File: src/rtl/pipe_pkg.sv
// Shared widths, per-boundary register-field counts and control-bit positions for the pipeline stage registers.
// Latency: none (constants only).
// Backpressure: not applicable.
package pipe_pkg;

    // Default datapath widths: payload is pc, data1, data2 and extend at 32 bits each.
    localparam int DATA_W_DEF = 128;
    localparam int CTRL_W_DEF = 10;
    localparam int REG_W_DEF  = 5;
    localparam int CNT_W_DEF  = 16;

    // Register-index fields carried across each stage boundary.
    localparam int REG_CNT_IFID  = 2;  // rs, rt
    localparam int REG_CNT_IDEX  = 4;  // rs, rt, rd, shamt/forwarding source
    localparam int REG_CNT_EXMEM = 2;  // rt, selected destination
    localparam int REG_CNT_MEMWB = 1;  // selected destination

    // Bit positions inside the control field.
    localparam int CTRL_REGDST   = 0;
    localparam int CTRL_ALUSRC   = 1;
    localparam int CTRL_MEMTOREG = 2;
    localparam int CTRL_REGWRITE = 3;
    localparam int CTRL_MEMWRITE = 4;
    localparam int CTRL_EXTOP    = 5;
    localparam int CTRL_ALUOP_LO = 6;
    localparam int CTRL_ALUOP_HI = 7;
    localparam int CTRL_MEMREAD  = 8;

endpackage

File: src/rtl/pipe_entry.sv
// One valid+payload storage slot: synchronous reset, clear (drops valid and control) beats load.
// Latency: 1 cycle from load to q outputs.
// Backpressure: none; the owner decides when to load or clear.
module pipe_entry
    import pipe_pkg::*;
#(
    parameter int PAY_W  = DATA_W_DEF,
    parameter int CTRL_W = CTRL_W_DEF
) (
    input  logic              clk,
    input  logic              rst_n,
    input  logic              load,
    input  logic              clear,
    input  logic [PAY_W-1:0]  d_pay,
    input  logic [CTRL_W-1:0] d_ctrl,
    output logic              q_valid,
    output logic [PAY_W-1:0]  q_pay,
    output logic [CTRL_W-1:0] q_ctrl
);

    // Slot register; payload is kept on clear so the datapath bits stay stable under a bubble.
    always_ff @(posedge clk) begin
        if (!rst_n) begin
            q_valid <= 1'b0;
            q_pay   <= '0;
            q_ctrl  <= '0;
        end else if (clear) begin
            q_valid <= 1'b0;
            q_ctrl  <= '0;
        end else if (load) begin
            q_valid <= 1'b1;
            q_pay   <= d_pay;
            q_ctrl  <= d_ctrl;
        end
    end

endmodule

File: src/rtl/pipe_stage_reg.sv
// Pipeline stage register with valid/ready, 2-entry skid (main M + skid S), flush and saturating stall counter.
// Latency: 1 cycle from accepted input to out_valid_o when the output is not blocked.
// Backpressure: in_ready_o is registered and low exactly while S holds an entry; stall_i acts as out_ready_i=0.
module pipe_stage_reg
    import pipe_pkg::*;
#(
    parameter int DATA_W  = DATA_W_DEF,
    parameter int CTRL_W  = CTRL_W_DEF,
    parameter int REG_W   = REG_W_DEF,
    parameter int REG_CNT = REG_CNT_IDEX,
    parameter int CNT_W   = CNT_W_DEF
) (
    input  logic                     clk_i,
    input  logic                     rst_n_i,
    input  logic                     in_valid_i,
    output logic                     in_ready_o,
    input  logic [DATA_W-1:0]        in_data_i,
    input  logic [CTRL_W-1:0]        in_ctrl_i,
    input  logic [REG_W*REG_CNT-1:0] in_reg_i,
    output logic                     out_valid_o,
    input  logic                     out_ready_i,
    output logic [DATA_W-1:0]        out_data_o,
    output logic [CTRL_W-1:0]        out_ctrl_o,
    output logic [REG_W*REG_CNT-1:0] out_reg_o,
    input  logic                     stall_i,
    input  logic                     flush_i,
    output logic [CNT_W-1:0]         stall_cnt_o
);

    localparam int RG_W  = REG_W * REG_CNT;
    localparam int PAY_W = DATA_W + RG_W;

    logic              adv;
    logic              acc;
    logic              m_free;
    logic              m_valid;
    logic [PAY_W-1:0]  m_pay;
    logic [CTRL_W-1:0] m_ctrl;
    logic              s_valid;
    logic [PAY_W-1:0]  s_pay;
    logic [CTRL_W-1:0] s_ctrl;
    logic              m_load;
    logic              m_clear;
    logic              m_from_s;
    logic              s_load;
    logic              s_clear;
    logic              s_valid_nxt;
    logic [PAY_W-1:0]  m_d_pay;
    logic [CTRL_W-1:0] m_d_ctrl;
    logic              ready_q;
    logic [CNT_W-1:0]  cnt_q;

    assign adv    = out_ready_i & ~stall_i;
    assign acc    = in_valid_i & ready_q;
    assign m_free = ~m_valid | adv;

    // Steering: flush kills both slots; a free M refills from S first, else from the input; a blocked M parks input in S.
    always_comb begin
        m_load      = 1'b0;
        m_clear     = 1'b0;
        m_from_s    = 1'b0;
        s_load      = 1'b0;
        s_clear     = 1'b0;
        s_valid_nxt = s_valid;
        if (flush_i) begin
            m_clear     = 1'b1;
            s_clear     = 1'b1;
            s_valid_nxt = 1'b0;
        end else if (m_free) begin
            if (s_valid) begin
                m_load      = 1'b1;
                m_from_s    = 1'b1;
                s_load      = acc;
                s_clear     = ~acc;
                s_valid_nxt = acc;
            end else if (acc) begin
                m_load = 1'b1;
            end else begin
                m_clear = 1'b1;
            end
        end else if (acc) begin
            s_load      = 1'b1;
            s_valid_nxt = 1'b1;
        end
    end

    assign m_d_pay  = m_from_s ? s_pay  : {in_reg_i, in_data_i};
    assign m_d_ctrl = m_from_s ? s_ctrl : in_ctrl_i;

    pipe_entry #(.PAY_W(PAY_W), .CTRL_W(CTRL_W)) u_main (
        .clk     (clk_i),
        .rst_n   (rst_n_i),
        .load    (m_load),
        .clear   (m_clear),
        .d_pay   (m_d_pay),
        .d_ctrl  (m_d_ctrl),
        .q_valid (m_valid),
        .q_pay   (m_pay),
        .q_ctrl  (m_ctrl)
    );

    pipe_entry #(.PAY_W(PAY_W), .CTRL_W(CTRL_W)) u_skid (
        .clk     (clk_i),
        .rst_n   (rst_n_i),
        .load    (s_load),
        .clear   (s_clear),
        .d_pay   ({in_reg_i, in_data_i}),
        .d_ctrl  (in_ctrl_i),
        .q_valid (s_valid),
        .q_pay   (s_pay),
        .q_ctrl  (s_ctrl)
    );

    // Registered ready (S empty after this edge) and saturating count of edges where M is valid but blocked.
    always_ff @(posedge clk_i) begin
        if (!rst_n_i) begin
            ready_q <= 1'b1;
            cnt_q   <= '0;
        end else begin
            ready_q <= ~s_valid_nxt;
            if (m_valid && !adv && (cnt_q != {CNT_W{1'b1}})) begin
                cnt_q <= cnt_q + CNT_W'(1);
            end
        end
    end

    assign in_ready_o  = ready_q;
    assign out_valid_o = m_valid;
    assign out_data_o  = m_pay[DATA_W-1:0];
    assign out_reg_o   = m_pay[PAY_W-1:DATA_W];
    assign out_ctrl_o  = m_valid ? m_ctrl : '0;
    assign stall_cnt_o = cnt_q;

endmodule

File: config.mk
export PLATFORM = sky130hd
export DESIGN_NAME = pipe_stage_reg
export DESIGN_NICKNAME = d
export VERILOG_FILES = /design/src/rtl/pipe_pkg.sv /design/src/rtl/pipe_entry.sv /design/src/rtl/pipe_stage_reg.sv
export SDC_FILE = /design/constraint.sdc
export NUM_CORES = 1
export LEC_CHECK = 0
export ABC_AREA = 1
export BUFFER_PORTS_ARGS = -buffer_cell sky130_fd_sc_hd__buf_2
export CORE_MARGIN = 10
export CORE_UTILIZATION = 40
export CTS_BUF_LIST = sky130_fd_sc_hd__clkbuf_8
export DETAILED_ROUTE_END_ITERATION = 6
export SLEW_MARGIN = 25
export SYNTH_ARGS = -nofsm -noshare
export SYNTH_HDL_FRONTEND = slang
export SYNTH_HIERARCHICAL = 1
export SYNTH_SLANG_ARGS = --single-unit
File: constraint.sdc
create_clock -name clk_i -period 2 [get_ports clk_i]
set_input_delay 0.4 -clock clk_i [delete_from_list [all_inputs] [get_ports clk_i]]
set_output_delay 0.4 -clock clk_i [all_outputs]
set_load 0.03 [all_outputs]
==> qor.yml <==
outcome: "completed"
yosys_warnings: 6
finalHoldViolations: 0
rows: 75
clockRootBuffer: "clkbuf_8"
route.detailed.drc: 0
seq_area_sq_um: 6710
crit_arrival_ns: 1.47
synth_cell_types: 25
synth_area_leaders: "dfxtp_1 40%, nor2_1 14%, mux2_4 11%"
crit_start: "u_main/q_valid$_SDFFE_PP0P_"
worstHoldStart: "in_data_i[111]"
yosys-mux-area-fraction_pct: 13.3
port_buffers: 339
crit_path_max_fanout: 12
fp.dieW_microns: 225
min-delay-path-class: "primary input to flop"
syn_avg_cell_area_sq_um: 7.05
antenna_found_initial: 7
cts.sinks: 335
synth_top_area_cell: "dfxtp_1"
worst-r2r-cell-count: 13
synth_xor_area_share_pct: 0
fp.dieH_microns: 225
synth_area_sq_um: 16800
clkLatencyLatePin_ns: 0.63
synthToLayoutAreaGrowth_pct: 23.9
layout_min_cycle_time_ns: 1.87
grt_start_max_net_pins: 81
crit_path_end: "out_ctrl_o[6]"
grt-ovfl-total: 0
final_nets: 2884
power_density_nw_per_um2: 718
fin_cells: 3301
multi_input_area_sq_um: 8030
seq_area_frac_synth_pct: 39.9
hpwl_mm: 33.7
cts_tree: "done"
synth_top_family_by_area: "simple AND/OR/NAND/NOR gates"
cap_violations: 0
reg2reg_slack_ns: 0.13
routed_wirelength_mm: 50.0
vdd_drop_max_mv: 0.478
synth-simple-area-share_pct: 33.1
h-tree-depth: 2
dp_slack_ns: -0.142
detail_route.first_pass.iterations: 5
drtIter0Drc: 893
dieArea_sq_um: 50600
wl_per_cell_microns: 15.2
synth_top_area_share_pct: 39.9
clockBufferDepth: 3
ios: 340
period_share_pct: 93.5
crit_path_end_kind: "output pin"
grt_pass1_vias: 14569
place.gp.congestion: 0.823
ys_seq_elements: 335
synth_compound_area_share_pct: 1.15
clk_pin_slew_ns: 0.06
synth_fa_ha_area_share_pct: 0.0745
crit_type: "flop to output pin"
dp_cells: 3180
synth_fp_nets: 2548
power_leakage_nw: 10.9
tns_ns: 0
slew_viol_final: 0
cts_buffers: 59
syn-instance-count: 2383
r2r-end: "u_main/q_pay[143]$_SDFFE_PN0P_"
grtUsageTotal_pct: 18.6
drive_gt1_share_pct: 24.8
r2r-start: "in_ready_o$_SDFF_PN1_"
required_ns: 1.60
core_area_sq_um: 41800
fillCellCount: 4166
worst_pin_slew_ns: 0.441
initial_core_util_pct: 40.2
clock-skew-final_ns: 0.0179
route.vias.total: 15494
setup_viol: 0
via_per_inst: 4.69
cp-start-kind: "flop"
ant_nets: 0
slew-limit-headroom_pct: 70.5
clock.fmax_mhz: 534
grt_pass1_wl_mm: 77.0
setup_ws_ns: 0.129
## kinds of logic (layout without fill, tap and decap cells)
| family | after synthesis | after routing |
|---|---|---|
| DFF | 335 | 335 |
| muxes | 158 | 158 |
| adders and majority gates | 1 | 1 |
| and+or+nand+nor | 1362 | 1362 |
| buffers and inverters | 490 | 868 |
| AOI/OAI and AO/OA | 37 | 37 |
| other | 0 | 1 |
## flip-flops by register name, indices dropped and copies added, names as in the netlist
register	flops
u_skid/q_ctrl	10
u_main/q_pay	148
u_main/q_ctrl	10
stall_cnt_o	16
in_ready_o	1
u_skid/q_pay	148
u_skid/q_valid	1
u_main/q_valid	1
## final cells by class
class / instances / area share (%)
repair buffers: 435 / 14.3
multi-input cells: 1558 / 38.6
well taps: 539 / 3.24
clock buffers: 79 / 5.22
clock inverters: 24 / 0.469
inverters: 330 / 5.97
flip-flops and latches: 335 / 32.2
diodes: 1 / 0.0120
## stage by stage
step	total power [mW]	util, %	area (sq um)	hold WS, ns
floorplan	8.13	-	16800	0.435
global placement	8.73	46.4	19400	0.446
detailed placement	8.75	46.4	19400	0.453
CTS	15.2	49.5	20600	0.0179
global route	15.7	49.8	20800	0.0537
finish	14.9	49.8	20800	0.0788
## repair_timing
item / in CTS / in global routing
endpoints found under the hold margin: 10 / 0
gates resized for setup: 0 / 7
hold buffers: 10 / 0
setup buffers: 0 / 3
endpoints found under the setup margin: 0 / 161
## power breakdown
part / internal (mW) / switching (mW)
Combinational: 0.713 / 1.06
Clock: 3.48 / 2.83
Sequential: 6.80 / 0.0694
Total: 11.0 / 3.96
## routing by layer
metal  part of all wire, %  up-vias  GRT usage (%)
met5                  0.16        -              0
met4                   1.7       12           4.61
met3                   6.6       76           5.26
met2                    47      356           31.0
met1                    45     7109           23.1
li1                      -     7941              -
## cell usage in the layout, fill, tap and decap left out, types with 32 or more instances in the layout
cell type / synthesis / final
buf_4: 8 / 48
mux2_2: 38 / 38
nor2_1: 641 / 641
clkbuf_8: 0 / 79
buf_12: 0 / 32
mux2_4: 120 / 120
nand2_1: 391 / 391
buf_2: 90 / 337
nand3_1: 312 / 312
inv_1: 323 / 343
dfxtp_1: 335 / 335
## cell usage after synthesis
cell type / count
ha_1: 1
nand2_2: 3
o31ai_1: 1
mux2_4: 120
nand2_1: 391
inv_1: 323
dfxtp_1: 335
buf_2: 90
nor2_1: 641
buf_4: 8
inv_2: 7
a21oi_1: 30
o21ai_0: 4
buf_6: 15
nand3_2: 2
mux2_2: 38
buf_1: 10
nand3_1: 312
nor2_4: 3
a211oi_1: 1
nand4_1: 6
nor2_2: 2
nor3_1: 2
clkbuf_1: 37
a21boi_1: 1
## worst max-delay path: stages, from the launching register on
cell and delay, ns:
dfxtp_1 0.35, buf_6 0.16, nand2_1 0.06, inv_1 0.08
buf_2 0.20
## how the worst min path moves through the flow
stage / end / slack [ns] / cells after the start
finish: u_skid/q_pay[111]$_SDFFE_PN0P_ / 0.08 / 5
global placement: u_skid/q_ctrl[7]$_SDFFE_PP0P_ / 0.45 / 2
CTS: u_skid/q_pay[106]$_SDFFE_PN0P_ / 0.02 / 5
floorplan: u_skid/q_ctrl[9]$_SDFFE_PP0P_ / 0.44 / 2
detailed placement: u_skid/q_ctrl[0]$_SDFFE_PP0P_ / 0.45 / 2
global route: u_skid/q_pay[15]$_SDFFE_PN0P_ / 0.05 / 5
Power figures use the tool's default switching activity.
